### src/rtl/reg_writeback_pkg.sv
// Shared defaults and types for the register-file writeback block.
// WIDTH/REGBITS defaults match the register file this block feeds.
package reg_writeback_pkg;

  localparam int DEF_WIDTH    = 32;
  localparam int DEF_REGBITS  = 5;
  localparam int DEF_LQ_DEPTH = 2;

  // Source feeding the output write register in a given cycle
  typedef enum logic [1:0] {
    SRC_NONE = 2'd0,
    SRC_LOAD = 2'd1,
    SRC_ALU  = 2'd2
  } src_e;

  // Occupancy counters need one extra bit so they can hold the full depth
  function automatic int cnt_w(input int depth);
    return $clog2(depth) + 1;
  endfunction

endpackage

### src/rtl/reg_writeback_if.sv
// Bus bundle between the execute/memory stages, decode hazard logic and
// the register-file write port.
interface reg_writeback_if
  import reg_writeback_pkg::*;
#(
  parameter int WIDTH    = DEF_WIDTH,
  parameter int REGBITS  = DEF_REGBITS,
  parameter int LQ_DEPTH = DEF_LQ_DEPTH
) ();

  logic                         wb_hold;
  logic                         alu_valid;
  logic                         alu_ready;
  logic [REGBITS-1:0]           alu_wa;
  logic [WIDTH-1:0]             alu_wd;
  logic                         ld_valid;
  logic [REGBITS-1:0]           ld_wa;
  logic [WIDTH-1:0]             ld_wd;
  logic                         ld_full;
  logic [cnt_w(LQ_DEPTH)-1:0]   lq_count;
  logic                         overflow;
  logic [REGBITS-1:0]           ra1;
  logic [REGBITS-1:0]           ra2;
  logic                         pend1;
  logic                         pend2;
  logic                         regwrite;
  logic [REGBITS-1:0]           wa;
  logic [WIDTH-1:0]             wd;

  modport master (
    output wb_hold, alu_valid, alu_wa, alu_wd, ld_valid, ld_wa, ld_wd, ra1, ra2,
    input  alu_ready, ld_full, lq_count, overflow, pend1, pend2, regwrite, wa, wd
  );

  modport slave (
    input  wb_hold, alu_valid, alu_wa, alu_wd, ld_valid, ld_wa, ld_wd, ra1, ra2,
    output alu_ready, ld_full, lq_count, overflow, pend1, pend2, regwrite, wa, wd
  );

endinterface

### src/rtl/reg_writeback_wb_fifo.sv
// Small load-return queue with drop-on-full and a per-entry address view
// so the hazard logic can see every queued destination register.
module wb_fifo #(
  parameter int DW    = 37,
  parameter int DEPTH = 2,
  parameter int AW    = 5
) (
  input  logic                       clk,
  input  logic                       reset,
  input  logic                       push,
  input  logic                       pop,
  input  logic [DW-1:0]              din,
  output logic [DW-1:0]              dout,
  output logic [$clog2(DEPTH):0]     count,
  output logic                       full,
  output logic                       empty,
  output logic                       drop,
  output logic [DEPTH-1:0]           ent_valid,
  output logic [DEPTH-1:0][AW-1:0]   ent_addr
);

  localparam int PW = $clog2(DEPTH);
  localparam logic [PW:0] FULL_CNT = DEPTH[PW:0];

  logic [DW-1:0] mem [DEPTH];
  logic [PW-1:0] rd_ptr;
  logic [PW-1:0] wr_ptr;
  logic          do_push;
  logic          do_pop;

  assign full    = (count == FULL_CNT);
  assign empty   = (count == '0);
  assign do_pop  = pop && !empty;
  // A full queue still accepts a push when the head leaves in the same cycle
  assign do_push = push && (!full || do_pop);
  assign drop    = push && !do_push;
  assign dout    = mem[rd_ptr];

  always_ff @(posedge clk) begin
    if (reset) begin
      rd_ptr <= '0;
      wr_ptr <= '0;
      count  <= '0;
    end else begin
      if (do_push) wr_ptr <= wr_ptr + 1'b1;
      if (do_pop)  rd_ptr <= rd_ptr + 1'b1;
      case ({do_push, do_pop})
        2'b10:   count <= count + 1'b1;
        2'b01:   count <= count - 1'b1;
        default: count <= count;
      endcase
    end
  end

  always_ff @(posedge clk) begin
    if (do_push) mem[wr_ptr] <= din;
  end

  // Entry i is live when its distance from the head is below the occupancy
  always_comb begin
    for (int i = 0; i < DEPTH; i++) begin
      logic [PW-1:0] off;
      off          = PW'(i) - rd_ptr;
      ent_valid[i] = ({1'b0, off} < count);
      ent_addr[i]  = mem[i][DW-1 -: AW];
    end
  end

endmodule

### src/rtl/reg_writeback.sv
// Register-file writeback: merges ALU results and queued load returns into
// one registered write per cycle and flags reads of pending destinations.
module reg_writeback
  import reg_writeback_pkg::*;
#(
  parameter int WIDTH    = DEF_WIDTH,
  parameter int REGBITS  = DEF_REGBITS,
  parameter int LQ_DEPTH = DEF_LQ_DEPTH
) (
  input  logic           clk,
  input  logic           reset,
  reg_writeback_if.slave bus
);

  localparam int CW = cnt_w(LQ_DEPTH);
  localparam int EW = WIDTH + REGBITS;

  src_e                            sel;
  logic                            pop;
  logic                            push_acc;
  logic                            fifo_full;
  logic                            fifo_empty;
  logic                            fifo_drop;
  logic [EW-1:0]                   head;
  logic [REGBITS-1:0]              head_wa;
  logic [WIDTH-1:0]                head_wd;
  logic [CW-1:0]                   count;
  logic [LQ_DEPTH-1:0]             ent_valid;
  logic [LQ_DEPTH-1:0][REGBITS-1:0] ent_addr;
  logic                            regwrite_p0;
  logic [REGBITS-1:0]              wa_p0;
  logic [WIDTH-1:0]                wd_p0;
  logic                            overflow_q;

  wb_fifo #(
    .DW    (EW),
    .DEPTH (LQ_DEPTH),
    .AW    (REGBITS)
  ) u_fifo (
    .clk       (clk),
    .reset     (reset),
    .push      (bus.ld_valid),
    .pop       (pop),
    .din       ({bus.ld_wa, bus.ld_wd}),
    .dout      (head),
    .count     (count),
    .full      (fifo_full),
    .empty     (fifo_empty),
    .drop      (fifo_drop),
    .ent_valid (ent_valid),
    .ent_addr  (ent_addr)
  );

  assign {head_wa, head_wd} = head;

  // Borrowed port beats everything; queued loads always drain before ALU results
  always_comb begin
    sel = SRC_NONE;
    if (!bus.wb_hold) sel = fifo_empty ? SRC_ALU : SRC_LOAD;
  end

  assign pop           = (sel == SRC_LOAD);
  assign bus.alu_ready = (sel == SRC_ALU);
  assign push_acc      = bus.ld_valid && (!fifo_full || pop);

  function automatic logic is_pending(input logic [REGBITS-1:0] ra);
    logic hit;
    hit = regwrite_p0 && (wa_p0 == ra);
    if (push_acc && (bus.ld_wa == ra)) hit = 1'b1;
    for (int i = 0; i < LQ_DEPTH; i++) begin
      if (ent_valid[i] && (ent_addr[i] == ra)) hit = 1'b1;
    end
    return hit && (ra != '0);
  endfunction

  always_comb begin
    bus.pend1 = is_pending(bus.ra1);
    bus.pend2 = is_pending(bus.ra2);
  end

  // ---- output write register (p0) ----
  always_ff @(posedge clk) begin
    if (reset) begin
      regwrite_p0 <= 1'b0;
      wa_p0       <= '0;
      wd_p0       <= '0;
      overflow_q  <= 1'b0;
    end else begin
      case (sel)
        SRC_LOAD: begin
          regwrite_p0 <= (head_wa != '0);
          wa_p0       <= head_wa;
          wd_p0       <= head_wd;
        end
        SRC_ALU: begin
          regwrite_p0 <= bus.alu_valid && (bus.alu_wa != '0);
          if (bus.alu_valid) begin
            wa_p0 <= bus.alu_wa;
            wd_p0 <= bus.alu_wd;
          end
        end
        default: regwrite_p0 <= 1'b0;
      endcase
      if (fifo_drop) overflow_q <= 1'b1;
    end
  end

  assign bus.regwrite = regwrite_p0;
  assign bus.wa       = wa_p0;
  assign bus.wd       = wd_p0;
  assign bus.ld_full  = fifo_full;
  assign bus.lq_count = count;
  assign bus.overflow = overflow_q;

endmodule

### src/flat_wrapper.sv
// flat-port wrapper written by rule: the top's interface ports become plain ports
module reg_writeback_flat import reg_writeback_pkg::*;
#(
  parameter int WIDTH    = DEF_WIDTH,
  parameter int REGBITS  = DEF_REGBITS,
  parameter int LQ_DEPTH = DEF_LQ_DEPTH
)
  (clk, reset, bus_wb_hold, bus_alu_valid, bus_alu_wa, bus_alu_wd, bus_ld_valid, bus_ld_wa, bus_ld_wd, bus_ra1, bus_ra2, bus_alu_ready, bus_ld_full, bus_lq_count, bus_overflow, bus_pend1, bus_pend2, bus_regwrite, bus_wa, bus_wd);
  reg_writeback_if #(.WIDTH(WIDTH), .REGBITS(REGBITS), .LQ_DEPTH(LQ_DEPTH)) bus_i ();
  input  logic clk;
  input  logic reset;
  input wire logic [$bits(bus_i.wb_hold)-1:0] bus_wb_hold;
  input wire logic [$bits(bus_i.alu_valid)-1:0] bus_alu_valid;
  input wire logic [$bits(bus_i.alu_wa)-1:0] bus_alu_wa;
  input wire logic [$bits(bus_i.alu_wd)-1:0] bus_alu_wd;
  input wire logic [$bits(bus_i.ld_valid)-1:0] bus_ld_valid;
  input wire logic [$bits(bus_i.ld_wa)-1:0] bus_ld_wa;
  input wire logic [$bits(bus_i.ld_wd)-1:0] bus_ld_wd;
  input wire logic [$bits(bus_i.ra1)-1:0] bus_ra1;
  input wire logic [$bits(bus_i.ra2)-1:0] bus_ra2;
  output wire logic [$bits(bus_i.alu_ready)-1:0] bus_alu_ready;
  output wire logic [$bits(bus_i.ld_full)-1:0] bus_ld_full;
  output wire logic [$bits(bus_i.lq_count)-1:0] bus_lq_count;
  output wire logic [$bits(bus_i.overflow)-1:0] bus_overflow;
  output wire logic [$bits(bus_i.pend1)-1:0] bus_pend1;
  output wire logic [$bits(bus_i.pend2)-1:0] bus_pend2;
  output wire logic [$bits(bus_i.regwrite)-1:0] bus_regwrite;
  output wire logic [$bits(bus_i.wa)-1:0] bus_wa;
  output wire logic [$bits(bus_i.wd)-1:0] bus_wd;
  assign bus_i.wb_hold = bus_wb_hold;
  assign bus_i.alu_valid = bus_alu_valid;
  assign bus_i.alu_wa = bus_alu_wa;
  assign bus_i.alu_wd = bus_alu_wd;
  assign bus_i.ld_valid = bus_ld_valid;
  assign bus_i.ld_wa = bus_ld_wa;
  assign bus_i.ld_wd = bus_ld_wd;
  assign bus_i.ra1 = bus_ra1;
  assign bus_i.ra2 = bus_ra2;
  assign bus_alu_ready = bus_i.alu_ready;
  assign bus_ld_full = bus_i.ld_full;
  assign bus_lq_count = bus_i.lq_count;
  assign bus_overflow = bus_i.overflow;
  assign bus_pend1 = bus_i.pend1;
  assign bus_pend2 = bus_i.pend2;
  assign bus_regwrite = bus_i.regwrite;
  assign bus_wa = bus_i.wa;
  assign bus_wd = bus_i.wd;
  reg_writeback #(.WIDTH(WIDTH), .REGBITS(REGBITS), .LQ_DEPTH(LQ_DEPTH)) u_core (.clk(clk), .reset(reset), .bus(bus_i));
endmodule
### config.mk
export PLATFORM = sky130hd
export DESIGN_NAME = reg_writeback_flat
export DESIGN_NICKNAME = d
export VERILOG_FILES = /design/src/rtl/reg_writeback_pkg.sv /design/src/rtl/reg_writeback_if.sv /design/src/rtl/reg_writeback_wb_fifo.sv /design/src/rtl/reg_writeback.sv /design/src/flat_wrapper.sv
export SDC_FILE = /design/constraint.sdc
export NUM_CORES = 1
export LEC_CHECK = 0
export ABC_CLOCK_PERIOD_IN_PS = 3700
export BUFFER_PORTS_ARGS = -buffer_cell sky130_fd_sc_hd__buf_2
export CAP_MARGIN = 40
export CORE_MARGIN = 3
export CORE_UTILIZATION = 50
export DETAILED_ROUTE_END_ITERATION = 12
export HOLD_SLACK_MARGIN = 0.12
export PLACE_DENSITY = 0.76
export SLEW_MARGIN = 10
export SYNTH_ARGS = -nofsm -noshare
export SYNTH_HDL_FRONTEND = slang
export SYNTH_SLANG_ARGS = --single-unit
### constraint.sdc
create_clock -name clk -period 3.7 [get_ports clk]
set_input_delay 0.555 -clock clk [delete_from_list [all_inputs] [get_ports clk]]
set_output_delay 0.555 -clock clk [all_outputs]
set_load 0.01 [all_outputs]
==> summary.md, run 1 <==
| Metric | Value |
|---|---|
| Fraction of power consumed by the clock network | 0.444 |
| Switching power share of the total | 0.247 |
| Final worst-path setup slack | around 0.91 ns |
| Total number of H-tree levels | 4 |
| Post-Synthesis Net Count | 530 |
| Number of hold-slack violations in the final timing report | 0 |
| Combinational fraction of design power | 0.116 |
| Worst setup slack for register-to-register paths | around 1.5 ns |
| Proportion of synthesized flip-flops having asynchronous set or reset | 0 |
| Pre-Repair DR Iteration Count | 4 |
| Setup Buffers After CTS | 0 |
| Reg2Reg Depth | 4 |
| CTS Buf Count | 17 |
| Number of hold buffers added after cts | 0 |
| First-iteration detailed-routing DRC count | 218 |
| Vias in the first global route | 3612 |
| Total wirelength of the detailed-routed design | 11200 um |
| Starting density of the core | 0.521 |
| Worst R2R End | u_core.u_fifo.mem[0][3] |
| Origin of the critical flop-to-flop path | u_core.u_fifo.count[0] |
| Library cell occupying the most area in the post-synthesis netlist | edfxtp_1 |
| First-pass GRT wire length | roughly 18000 um |
| DP Worst Slack | roughly 1.4 ns |
| Number of endpoints failing setup at the final stage | 0 |
| Chip Width | ~110 um |
| Mean post-synth cell area | 11.7 um2 |
| Die height | roughly 110 um |
| Max FO, Critical Path | 12 |
| Setup clock skew after layout | 0.00711 ns |
| Setup crit end | bus_pend2 |
| Maximum clock path buffer count | 2 |
| Power Dens Cells | 546 nW/um2 |
| Drt drc | 0 |
| Clock tree from TritonCTS | yes |
| Arrival @ worst endpoint | 2.24 ns |
| Most frequent cell after synthesis | nor2_1 |
| Design internal power | ~2.6 mW |
| Wirelength per Cell | roughly 16 um |
| Final critical path time including I/O delays and setup | roughly 2.8 ns |
| Proportion of netlist area held by the largest area contributor | 0.430 |
| Number of distinct library cells after synthesis | 30 |
| Critical path class | reg2out |
| DR vias | between 3000 and 4000 |
| Slew at the pin closest to its max-slew limit | 0.862 ns |
| CTS sink count | ~120 |
| I/O pin count | approximately 130 |
| EDFF count, synth | between 70 and 80 |
| Maximum number of pins on one net before global-route repair | between 70 and 80 |
| Vias per inst | approximately 5.4 |
| Netlist area before placement | approximately 5200 um2 |
| Setup crit start kind | flop |
| Top achievable clock speed | around 360 MHz |
| Port Buf Inserts | between 100 and 150 |
| Worst EP required | approximately 3.1 ns |
| Most used standard cells in the synthesized netlist | nor2_1, edfxtp_1, a21oi_1, dfxtp_1, mux2i_1 |
| Final Slew Violations | 0 |
| Remaining antenna violation count after routing | 0 |
| Initial antenna violation count | 0 |
| Worst Hold Class | in2reg |
| Post-Syn Instances | ~440 |
| Smallest hold slack | 0.239 ns |
| Critical Path Start | u_core.u_fifo.count[1] |
| Endpoint kind of the worst setup timing path | primary output |
| Yosys synthesis warning count | 0 |
| Normalized max-slew margin | 0.425 |
| Clock root cell | clkbuf_8 |
| Total net switching power | between 800 and 900 uW |
| Ratio of final minimum period to clock period | 0.754 |
| Share of total power in sequential cells | 0.440 |
| Std cell rows | 36 |
| Static leakage | 2.55 nW |
| Overall die area | approximately 12000 um2 |
| Final core utilization | 0.649 |
| Max-cap violations | 0 |
| Antenna Cells | 0 |
| Number of gates resized after cts | 0 |
| Area growth, synth to finish | 24.5% |
| Final weighted congestion of routability-driven global placement | 0.893 |
| Total overflow reported by the global router | 0 |
| Number of synthesized register bits | approximately 120 |
| Ratio of cells with drive above 1 in the final layout | 0.321 |
| VDD IR-drop max | 0.000322 V |
| Dominant cells by area after synthesis | edfxtp_1, dfxtp_1, mux2i_1 |
| Dominant register cell in the synthesized netlist | edfxtp_1 |
| Clock transition time at the flip-flop clock pins of the worst setup and hold paths | about 0.06 ns |
| Half-perimeter wire length of the detailed placement result | slightly below 8000 um |
| Total core area | roughly 10000 um2 |
| Unrepaired setup endpoints after global routing | no |
| Insertion delay of the later-clocked pin in the worst-skew pair | 0.51 ns |
| All-Layer GR Usage | 0.199 |
| Setup TNS | 0 ns |
| Net count, final | 649 |
| Register area share after synthesis | 0.601 |
| Status | finished, final reports clean |
cell type report:
cell class                      count  area [um2]
Fill cell                         774        3480
Sequential cell                   118        3100
Multi-Input combinational cell    282        1870
Timing Repair Buffer              138         703
Clock buffer                       19         432
Tap cell                          133         166
Clock inverter                     13         146
Inverter                            3        11.3
how the worst min path moves through the flow:
stage,startpoint,end,slack (ns),depth (start not counted)
floorplan,u_core.bus.overflow,u_core.bus.overflow,0.50,2
global placement,u_core.bus.overflow,u_core.bus.overflow,0.45,2
detailed placement,u_core.bus.overflow,u_core.bus.overflow,0.45,2
CTS,bus_ld_wd[16],u_core.u_fifo.mem[0][16],0.21,1
global route,bus_ld_wd[20],u_core.u_fifo.mem[0][20],0.21,1
finish,bus_ld_wd[12],u_core.u_fifo.mem[0][12],0.24,1
metrics by stage:
| step | cells | instance area (um2) | total power [mW] |
|---|---|---|---|
| floorplan | 441 | 5160 | 1.84 |
| global placement | 674 | 5850 | 1.97 |
| detailed placement | 674 | 5850 | 1.98 |
| CTS | 706 | 6430 | 3.54 |
| global route | 706 | 6430 | 3.66 |
| finish | 706 | 6430 | 3.51 |
kinds of logic after synthesis:
family | Yosys count | synth area share
DFF | 118 | 0.601
buffers and inverters | 41 | 0.0405
AOI/OAI and AO/OA | 94 | 0.123
and+or+nand+nor | 108 | 0.0913
xor gates and xnor gates | 42 | 0.0712
muxes | 38 | 0.0736
per-layer routing:
layer	global-route usage	vias to the layer above	share of wire
met4	0.0586	0	0.013
met3	0.0522	13	0.061
li1	-	1839	-
met2	0.329	120	0.49
met1	0.260	1807	0.44
met5	0	-	0
flip-flops by register name, indices dropped and copies added, names as in the netlist, named ones only:
name	cells
u_core.bus.regwrite	1
u_core.u_fifo.wr_ptr	1
u_core.bus.wa	5
u_core.u_fifo.mem	74
u_core.u_fifo.rd_ptr	1
u_core.bus.wd	32
u_core.bus.overflow	1
u_core.u_fifo.count	2
power groups by stage:
stage | combinational [mW] | sequential (mW) | clock [mW]
2_1_floorplan | 0.259 | 1.58 | 0
3_3_place_gp | 0.395 | 1.57 | 0
3_5_place_dp | 0.406 | 1.57 | 0
4_1_cts | 0.410 | 1.55 | 1.59
5_1_grt | 0.451 | 1.56 | 1.65
6_report | 0.406 | 1.55 | 1.56
critical path: stages (launching register included):
cell and delay, ns:
dfxtp_1 0.58, nor2b_1 0.30, a21o_1 0.36, nor4_1 0.12, a31oi_1 0.15, a21oi_1 0.08, buf_2 0.14
layout by cell type (no fill, tap or decap), types with 2 or more instances in the layout:
cell	netlist	routed
nor2b_1	2	2
a31oi_1	5	5
nor2_1	84	82
dfxtp_1	44	43
or4_1	3	3
clkinvlp_4	0	2
clkinv_2	0	2
xor2_1	24	24
edfxtp_1	74	74
xnor2_1	18	18
clkinv_4	0	4
or2_2	1	2
a211oi_2	9	9
mux2i_1	38	38
bufinv_16	0	2
a21o_1	2	2
buf_4	3	5
a21oi_1	44	44
nand3_1	2	2
clkbuf_8	0	2
nor3_1	4	4
a211oi_1	29	29
o21ai_0	2	2
nor4_1	7	7
inv_6	0	3
o2111ai_1	2	2
nor2_4	0	2
clkbuf_16	0	16
buf_2	5	133
inv_1	3	3
No activity file was read; power rests on OpenSTA's default activity.
==> inputs of run 2 (changes only) <==
--- a/config.mk
+++ b/config.mk
@@ -5,11 +5,11 @@
 export SDC_FILE = /design/constraint.sdc
 export NUM_CORES = 1
 export LEC_CHECK = 0
-export ABC_CLOCK_PERIOD_IN_PS = 3700
+export ABC_CLOCK_PERIOD_IN_PS = 2400
 export BUFFER_PORTS_ARGS = -buffer_cell sky130_fd_sc_hd__buf_2
 export CAP_MARGIN = 40
 export CORE_MARGIN = 3
-export CORE_UTILIZATION = 50
+export CORE_UTILIZATION = 48
 export DETAILED_ROUTE_END_ITERATION = 12
 export HOLD_SLACK_MARGIN = 0.12
 export PLACE_DENSITY = 0.76
==> constraint.sdc (replaced) <==
create_clock -name clk -period 2.4 [get_ports clk]
set_input_delay 0.36 -clock clk [delete_from_list [all_inputs] [get_ports clk]]
set_output_delay 0.36 -clock clk [all_outputs]
set_load 0.01 [all_outputs]
==> run 2 against run 1 <==
Via count increased by 3.1%. Hold slack got worse by 0.082 ns. Global-route usage increased by 0.072 points. Clock-buffer cell count unchanged. Clock skew increased by 0.0041 ns. Combinational power increased by 70%. Total power increased by 52%. Register-to-register slack got worse by 0.98 ns. Clock power increased by 45%. Critical path depth increased by 2. Critical path type is now in2out. Critical endpoint unchanged. Largest power group is now registers. Highest routed layer unchanged.
==> summary.md, run 2 (synthesis gave the netlist of run 1 again) <==
| Metric | Value |
|---|---|
| Total wirelength of the detailed-routed design | 12000 um (+6.7%) |
| CTS sink count | 118 (unchanged) |
| Pre-Repair DR Iteration Count | 4 (unchanged) |
| Most common cell after layout, fill and taps aside | buf_2 |
| Met3 Routed Length | 535 um (-22%) |
| DR vias | 3896 (+3.1%) |
| CTS Buf Count | 17 (unchanged) |
| Area of all placed cells without fillers | 6840 um2 (+6.3%) |
| Net count, final | 688 (+6.0%) |
| Max FO, Critical Path | 4 (-8) |
| Total core area | 10400 um2 (+5.1%) |
| Power Dens Cells | 780 nW/um2 (+43%) |
| Routed met1 length | 5130 um (+4.3%) |
| Initial antenna violation count | 0 (unchanged) |
| Normalized max-slew margin | 0.407 (-0.0182) |
| Final Slew Violations | 0 (unchanged) |
| Overall die area | 12000 um2 (+3.9%) |
| First-iteration detailed-routing DRC count | 315 (+44%) |
| Remaining antenna violation count after routing | 0 (unchanged) |
| Endpoint kind of the worst setup timing path | primary output |
| Flip-flop count of the largest register after layout | 74 (unchanged) |
| Antenna Cells | 0 (unchanged) |
| Ratio of final minimum period to clock period | 0.961 |
| Die height | 110 um (+1.9%) |
| Total number of H-tree levels | 4 (unchanged) |
| Number of endpoints failing setup at the final stage | 0 (unchanged) |
| Setup TNS | 0 ns (unchanged) |
| Vias in the first global route | 3805 (+5.3%) |
| First-pass GRT wire length | 18300 um (+2.7%) |
| Starting density of the core | 0.496 (-0.0254) |
| Clock transition time at the flip-flop clock pins of the worst setup and hold paths | 0.06 ns (about the same) |
| Port Buf Inserts | 133 (unchanged) |
| Insertion delay of the later-clocked pin in the worst-skew pair | 0.51 ns (about the same) |
| Filler Cells Inserted | 797 (+3.0%) |
| Critical Path Start | bus_ld_wa[3] |
| Top achievable clock speed | between 400 and 500 MHz |
| All-Layer GR Usage | 0.200 (+0.000718) |
| Area growth, synth to finish | 32.3% |
| Setup crit end | bus_pend2 |
| Worst R2R End | u_core.bus.wd[12] |
| Status | finished, final reports clean |
| Drt drc | 0 (unchanged) |
| Clock root cell | clkbuf_8 |
| Max-cap violations | 0 (unchanged) |
| Routed wire length on met2 | 6190 um (+13%) |
| I/O pin count | 134 (unchanged) |
| Maximum clock path buffer count | 2 (unchanged) |
| Setup crit start kind | primary input |
| Worst setup slack for register-to-register paths | 0.47 ns (-0.98 ns) |
| Static leakage | 2.70 nW (+5.8%) |
| Total overflow reported by the global router | 0 (unchanged) |
| Worst Hold Class | in2reg |
| Slew at the pin closest to its max-slew limit | 0.889 ns (+0.0273 ns) |
| Ratio of cells with drive above 1 in the final layout | 0.310 (-0.0107) |
| Worst EP required | 2.04 ns (-1.10 ns) |
| Maximum number of pins on one net before global-route repair | 76 (unchanged) |
| Origin of the critical flop-to-flop path | u_core.u_fifo.count[0] |
| Top library cells by usage in the layout, fill and taps aside | buf_2, nor2_1, edfxtp_1 |
| Half-perimeter wire length of the detailed placement result | 7760 um (-2.2%) |
| Reg2Reg Depth | 6 (+2) |
| Number of hold-slack violations in the final timing report | 0 (unchanged) |
| Wirelength per Cell | 16.0 um (+0.70%) |
| Sum of internal, switching and leakage power | 5.33 mW (+52%) |
| Instance area after placement | 5890 um2 (+0.62%) |
| VDD IR-drop max | 0.000528 V (+64%) |
| Register bank with the most flops | u_core.u_fifo.mem |
| Chip Width | 110 um (+1.9%) |
| Std cell rows | 37 (+2.8%) |
| Clock tree from TritonCTS | yes |
| Setup clock skew after layout | 0.0112 ns (+0.00406 ns) |
| Count of placed standard cells including taps | 678 (+0.59%) |
| Vias per inst | 5.21 (-2.7%) |
| Final weighted congestion of routability-driven global placement | 0.876 (-1.9%) |
| Critical path class | in2out |
| Final critical path time including I/O delays and setup | between 2 and 2.5 ns |
| Arrival @ worst endpoint | 1.95 ns (-0.29 ns) |
| Cell Count, Final, Fillers Out | 748 (+5.9%) |
| Uppermost layer routed | met4 |
run 2: cell count changes in the layout (fill, tap and decap cells not counted), moves of 2 or more:
cell and delta:
clkinv_4 -3, inv_6 -2, buf_12 +2, clkinvlp_4 +3, dfxtp_1 -2, clkinv_2 +3, dfxtp_4 +2, dlygate4sd3_1 +37
nor4_1 -2
run 2: layout make-up:
class / count / area, um2 / share of cell area
Clock buffer: 19 / 422 / 0.0617
Tap cell: 136 / 170 / 0.0249
Clock inverter: 13 / 110 / 0.0161
Inverter: 3 / 11.3 / 0.00165
Timing Repair Buffer: 177 / 1110 / 0.163
Sequential cell: 118 / 3110 / 0.455
Multi-Input combinational cell: 282 / 1900 / 0.278
run 2: layer usage:
layer / track usage / vias to the layer above
met1: 0.252 / 1854
met5: 0 / -
met2: 0.338 / 104
met4: 0.0650 / 0
met3: 0.0499 / 17
li1: - / 1921
run 2: repair_timing:
item	CTS	global route
endpoints found under the hold margin	74	0
gates resized for setup	3	6
pin swaps	0	1
hold buffers	37	0
setup buffers	0	1
endpoints found under the setup margin	3	3
run 2: stage by stage:
| step | worst slack (ns) | util | hold WS, ns |
|---|---|---|---|
| floorplan | -0.517 | - | 0.459 |
| global placement | 0.491 | 0.565 | 0.458 |
| detailed placement | 0.394 | 0.565 | 0.458 |
| CTS | 0.00809 | 0.652 | 0.137 |
| global route | -0.0296 | 0.656 | 0.144 |
| finish | 0.0941 | 0.656 | 0.156 |
run 2: how the worst min path moves through the flow:
stage	start	end	slack, ns	cells past startpoint
floorplan	bus_ld_wd[0]	u_core.u_fifo.mem[0][0]	0.46	0
global placement	u_core.bus.overflow	u_core.bus.overflow	0.46	2
detailed placement	u_core.bus.overflow	u_core.bus.overflow	0.46	2
CTS	bus_alu_valid	u_core.bus.regwrite	0.14	3
global route	bus_alu_valid	u_core.bus.regwrite	0.14	3
finish	bus_alu_valid	u_core.bus.regwrite	0.16	3
run 2: critical path, stage by stage:
cell and delay [ns]:
dlygate4sd3_1 0.54, buf_2 0.16, xnor2_1 0.24, nand3_1 0.14, nor4_2 0.15, a31oi_1 0.07, a21oi_1 0.15, buf_2 0.14
run 2: power breakdown:
part,switching [mW],internal [mW],leakage [nW]
sequential,0.0793,2.31,1.06
clock,0.895,1.36,0.250
combinational,0.384,0.308,1.39
total,1.36,3.98,2.70
